### src/rtl/fib_regbank_seq.sv
// fib_regbank_seq: writes F(0)..F(n-1) into an external register bank (term F(k) at register k+1)
// using only the bank's write port and its two combinational read ports, then reports F(n-1) on result.
// Latency: done in cycle 2+2*(n_eff-2)+1 after start acceptance (INIT0 = cycle 1), one more with readback.
// Backpressure: none; start is sampled only in IDLE, so a start while busy or during DONE is dropped.
// Optional feature: define SEQ_READBACK_EN to add a CHECK state that re-reads the last term and flags error.
//
// Ports:
//   clk, arst                      clock and asynchronous active-high reset
//   start, n                       sequence request and term count (n < 2 is treated as 2)
//   read_data1/2, read_dir1/2      bank read ports (addresses out, data back combinationally)
//   write_en, write_dir, write_data bank write port
//   busy, done, result, error      status: busy span, one-cycle completion pulse, F(n_eff-1), readback flag
module fib_regbank_seq (
    input  logic        clk,
    input  logic        arst,
    input  logic        start,
    input  logic [4:0]  n,
    input  logic [31:0] read_data1,
    input  logic [31:0] read_data2,
    output logic        write_en,
    output logic [4:0]  write_dir,
    output logic [31:0] write_data,
    output logic [4:0]  read_dir1,
    output logic [4:0]  read_dir2,
    output logic        busy,
    output logic        done,
    output logic [31:0] result,
    output logic        error
);

`ifdef SEQ_READBACK_EN
    typedef enum logic [2:0] {IDLE, INIT0, INIT1, READ, WRITE, CHECK, DONE} state_t;
    localparam state_t POST_WRITE = CHECK;
`else
    typedef enum logic [2:0] {IDLE, INIT0, INIT1, READ, WRITE, DONE} state_t;
    localparam state_t POST_WRITE = DONE;
`endif

    state_t      state;
    state_t      state_nxt;
    logic [4:0]  n_eff;
    logic [4:0]  k;          // index of the term currently being produced
    logic [4:0]  k_inc;
    logic [31:0] sum;
    logic [31:0] last_val;   // most recently written term, source for result and readback
    logic [31:0] result_q;

    assign k_inc = k + 5'd1;

    // Next-state and Moore outputs. Every bank-facing output defaults to 0 so that
    // only the states that own the bus drive it.
    always_comb begin
        state_nxt  = state;
        write_en   = 1'b0;
        write_dir  = 5'd0;
        write_data = 32'd0;
        read_dir1  = 5'd0;
        read_dir2  = 5'd0;
        done       = 1'b0;
        case (state)
            IDLE: begin
                if (start) state_nxt = INIT0;
            end
            INIT0: begin
                write_en   = 1'b1;
                write_dir  = 5'd1;
                write_data = 32'd0;
                state_nxt  = INIT1;
            end
            INIT1: begin
                write_en   = 1'b1;
                write_dir  = 5'd2;
                write_data = 32'd1;
                state_nxt  = (n_eff > 5'd2) ? READ : POST_WRITE;
            end
            READ: begin
                // register k holds F(k-1), register k-1 holds F(k-2)
                read_dir1 = k;
                read_dir2 = k - 5'd1;
                state_nxt = WRITE;
            end
            WRITE: begin
                write_en   = 1'b1;
                write_dir  = k_inc;
                write_data = sum;
                // k is incremented on this edge, so test the incremented value
                state_nxt  = (k_inc < n_eff) ? READ : POST_WRITE;
            end
`ifdef SEQ_READBACK_EN
            CHECK: begin
                read_dir1 = n_eff;
                state_nxt = DONE;
            end
`endif
            DONE: begin
                done      = 1'b1;
                state_nxt = IDLE;
            end
            default: state_nxt = IDLE;
        endcase
    end

    always_ff @(posedge clk or posedge arst) begin
        if (arst) begin
            state    <= IDLE;
            n_eff    <= 5'd0;
            k        <= 5'd0;
            sum      <= 32'd0;
            last_val <= 32'd0;
            result_q <= 32'd0;
        end else begin
            state <= state_nxt;
            case (state)
                IDLE: begin
                    if (start) begin
                        n_eff <= (n < 5'd2) ? 5'd2 : n;
                        k     <= 5'd2;
                    end
                end
                INIT0: last_val <= 32'd0;
                INIT1: last_val <= 32'd1;
                READ:  sum      <= read_data1 + read_data2;
                WRITE: begin
                    last_val <= sum;
                    k        <= k_inc;
                end
                DONE:  result_q <= last_val;
                default: ;
            endcase
        end
    end

`ifdef SEQ_READBACK_EN
    logic error_q;

    // Sticky until the next accepted start.
    always_ff @(posedge clk or posedge arst) begin
        if (arst) begin
            error_q <= 1'b0;
        end else if (state == IDLE && start) begin
            error_q <= 1'b0;
        end else if (state == CHECK && read_data1 != last_val) begin
            error_q <= 1'b1;
        end
    end

    assign error = error_q;
`else
    assign error = 1'b0;
`endif

    assign busy = (state != IDLE);
    // result shows the fresh value during the done pulse and is then held by result_q.
    assign result = (state == DONE) ? last_val : result_q;

endmodule

### config.mk
export PLATFORM = sky130hd
export DESIGN_NAME = fib_regbank_seq
export DESIGN_NICKNAME = d
export VERILOG_FILES = /design/src/rtl/fib_regbank_seq.sv
export SDC_FILE = /design/constraint.sdc
export NUM_CORES = 1
export LEC_CHECK = 0
export CORE_UTILIZATION = 50
export DETAILED_ROUTE_END_ITERATION = 7
export PLACE_DENSITY = 0.81
export SYNTH_ARGS = -nofsm -noshare
export SYNTH_HDL_FRONTEND = slang
export SYNTH_SLANG_ARGS = --single-unit
### constraint.sdc
create_clock -name clk -period 4.4 [get_ports clk]
set_input_delay 0.66 -clock clk [delete_from_list [all_inputs] [get_ports clk]]
set_output_delay 0.66 -clock clk [all_outputs]
set_load 0.03 [all_outputs]
==> key figures <==
Place
  – HPWL reported at the end of detailed placement: 12.08 mm
  – Port Buffer Count: around 150
  – RePlAce Congestion: 0.8904

Clock network
  – Number of buffers added for setup after CTS: 0
  – Clk sinks: 109
  – Clock Latency Late Sink: 0.34 ns
  – CTS buffer count: 9
  – Count of instances resized after the clock tree is built: 0
  – Buffer levels on the longest clock path: 2
  – Cts hold-fix bufs: 0
  – CTS H-tree depth: 3
  – Root cell of the clock tree: clkbuf_16
  – Clock tree from TritonCTS: yes
  – Clock edge transition at the registers on the reported setup and hold paths: roughly 0.070 ns

Timing
  – Final setup skew: 0.007466 ns
  – Unrepaired setup endpoints after global routing: false
  – Pin slew with the least headroom to its limit: 0.8891 ns
  – Final TNS setup: 0 ns
  – Endpoints failing setup: 0
  – Slew Viols, Final: 0
  – Slew headroom: 0.4072
  – Max Fclk: 269.5 MHz
  – Final Hold Vio Count: 0
  – Final critical-path required period: 3.711 ns
  – Final critical-path share of the clock period: 0.8434

Floorplan
  – DIE WIDTH: about 110 µm
  – Area of the placeable core: 12060 µm²
  – Die height: 113.7 µm
  – Die Outline Area: 12920 µm²
  – Io pins: 155
  – Initial Util: 0.5170
  – Site Rows: 40

Logic synthesis
  – Number of distinct library cells after synthesis: 62
  – FFs w/ async S/R, synth: 1.000
  – Post-synthesis sequential element count: ~110
  – Mapped Avg Cell Area: 9.898 µm²
  – Post-Synthesis Cells: 630
  – Number of synthesized flops with an enable pin: 0
  – Syn Nets: 740
  – Most used flip-flop cell after synthesis: dfrtp_1
  – Cell Area, Synth: 6236 µm²
  – YS warnings: 0
  – Fraction of the yosys area taken by sequential cells: 0.4374

Critical path
  – Setup crit start kind: flip-flop
  – RR Startpoint: k[0]
  – Delay of the slowest critical-path stage: 0.69 ns
  – Slowest stage cell, crit path: clkdlybuf4s50_1
  – Maximum fanout count along the critical path: 26
  – Worst reg2reg path depth: 10
  – Worst EP required: 3.74 ns
  – Flop2flop setup slack: 1.98 ns
  – Cell-by-cell listing of the critical path: nor2b_1 -> nor2b_2 -> buf_4 -> and2_1 -> clkdlybuf4s50_1
  – Reg2Reg Capture Point: state[1]
  – Arrival time reported for the critical path endpoint: approximately 3.1 ns
  – Capturing element type of the critical path: output pin
  – Crit Path Class: flip-flop to output pin

Final layout
  – Fraction of final layout cells sized beyond drive strength 1: 0.09923
  – Diode insertion count for antenna repair: 0
  – Fillcell total: 925
  – Area delta synth->final: 31.34%
  – Core occupancy in the finished layout: 0.6790
  – Post-layout nets: 881

GRT
  – Vias in the first global route: 5061
  – Total routing resource utilization after global routing: 0.2468
  – Maximum number of pins on one net before global-route repair: 74
  – Antenna violations before repair: 0
  – Wire length of the first global-routing pass: roughly 25 mm
  – Total gr overflow: 0

Route
  – Via-per-instance ratio: 5.577
  – Total detailed-routing wirelength: between 15 and 20 mm
  – Remaining number of nets flagged by the antenna check after routing: 0
  – Average wire per cell in the routed design: approximately 16 µm
  – Iter 0 DRT Violations: 381
  – Total iterations of the first detailed-routing run: 5
  – Number of DRC violations after detailed routing: 0
  – Vias post-DR: 5265

Min path
  – Min-delay src: sum[1]
  – Endpoint, Worst Hold: sum[1]
  – Worst hold stages: 2
  – Type of the tightest min-delay check: flip-flop to flip-flop

Pwr
  – Cell Pwr Density: 556.4 nW/µm²
  – Leakage: 3.979 nW
  – Maximum vdd ir drop: about 0.26 mV

Flow run
  – Max capacitance violation total: 0

Status
  – Outcome: completed
-- worst max-delay path, delay by kind of cell, from the launching register on --
family                 cells  cell delay [ns]
DFF                        1             0.45
buffers and inverters      2             1.05
and+or+nand+nor            3             1.21
-- power breakdown --
part | switching, mW | internal (mW)
registers | 0.223 | 1.41
logic | 1.26 | 0.906
clock network | 0.357 | 0.402
-- state kept, by name, indices dropped and copies added (netlist names) --
signal and flops:
last_val 32, state 3, n_eff 5, k 5, sum 32, result_q 32
-- worst max-delay path by stage --
| stage | start | end | slack, ns | depth (start not counted) |
|---|---|---|---|---|
| 2_1_floorplan | arst | k[0] | 0.87 | 1 |
| 3_3_place_gp | read_data1[0] | sum[22] | 1.03 | 10 |
| 3_5_place_dp | read_data1[0] | sum[26] | 0.94 | 10 |
| 4_1_cts | state[2] | write_data[17] | 0.68 | 5 |
| 5_1_grt | state[2] | write_data[31] | 0.55 | 5 |
| 6_report | state[2] | write_data[31] | 0.69 | 5 |
-- synthesized netlist by cell type (3+ instances only) --
cell type,n,area [µm²]
o21a_1,5,37.54
mux2_2,36,405.4
o31ai_1,3,22.52
buf_1,3,11.26
buf_4,4,30.03
a211oi_1,6,45.04
and2_1,35,219.0
inv_1,21,78.83
clkbuf_1,18,67.56
o21bai_1,3,22.52
dfrtp_1,109,2728
nand2_1,70,262.8
nor2_1,27,101.4
nor3_1,7,35.03
xor2_1,11,96.34
o21ai_1,4,20.02
nor2b_1,4,25.02
a21oi_1,35,175.2
and3_1,7,43.79
ha_1,37,462.9
o211ai_1,7,52.55
a21o_1,46,345.3
o21ai_0,44,220.2
xnor2_1,22,192.7
nand2b_1,3,18.77
a21boi_0,3,22.52
nand4_1,5,31.28
nand3_1,11,55.05
-- metrics by stage --
| step | hold slack [ns] | cells | cell area, µm² | setup slack [ns] | power, mW |
|---|---|---|---|---|---|
| final | 0.4649 | 944 | 8190 | 0.6892 | 4.557 |
| after detailed placement | 0.4539 | 928 | 7903 | 0.9435 | 3.825 |
| after CTS | 0.4709 | 944 | 8190 | 0.6815 | 4.584 |
| after floorplan | 0.4374 | 630 | 6236 | 0.8661 | 3.002 |
| after global routing | 0.4878 | 944 | 8190 | 0.5456 | 4.827 |
| after global placement | 0.4535 | 928 | 7903 | 1.031 | 3.732 |
-- cell usage in the layout (no fill, tap or decap), drive strengths merged, types with 2 or more instances in the layout --
cell             n
a2111o           2
a2111oi          2
a211oi           8
a21boi           4
a21o            48
a21oi           37
a31oi            2
and2            35
and3             8
and3b            2
and4             2
buf              6
clkbuf          10
clkdlybuf4s50  153
clkinv           3
clkinvlp         3
dfrtp          109
ha              37
inv             21
mux2            36
nand2           70
nand2b           3
nand3           11
nand4            5
nor2            27
nor2b            4
nor3             7
o2111ai          2
o211ai           7
o21a             5
o21ai           48
o21bai           3
o221ai           2
o31ai            3
or2              2
xnor2           22
xor2            11
-- kinds of logic after synthesis --
family	count (synthesis)	share of synthesized area
AO/OA/AOI/OAI	183	0.1970
AND/OR/NAND/NOR	179	0.1392
flip-flops	109	0.4374
buffers and inverters	50	0.03531
adder cells (fa/ha/maj)	38	0.07745
multiplexers	37	0.06661
XOR/XNOR	33	0.04635
other	1	0.0006013
-- cell type report --
type	instances	area, µm²	area share
Clock buffer	10	239.0	0.02918
Timing Repair Buffer	159	1577	0.1925
Sequential cell	109	2728	0.3330
Clock inverter	6	48.80	0.005958
Tap cell	168	210.2	0.02566
Multi-Input combinational cell	471	3307	0.4038
Inverter	21	81.33	0.009930
-- per-layer routing --
metal,GRT usage,vias to the layer above,part of all wire
li1,-,2515,-
met1,0.3286,2545,0.44
met2,0.4134,169,0.49
met3,0.02391,36,0.039
met4,0.1053,0,0.030
met5,0,-,0
(Power assumes the default switching activity.)
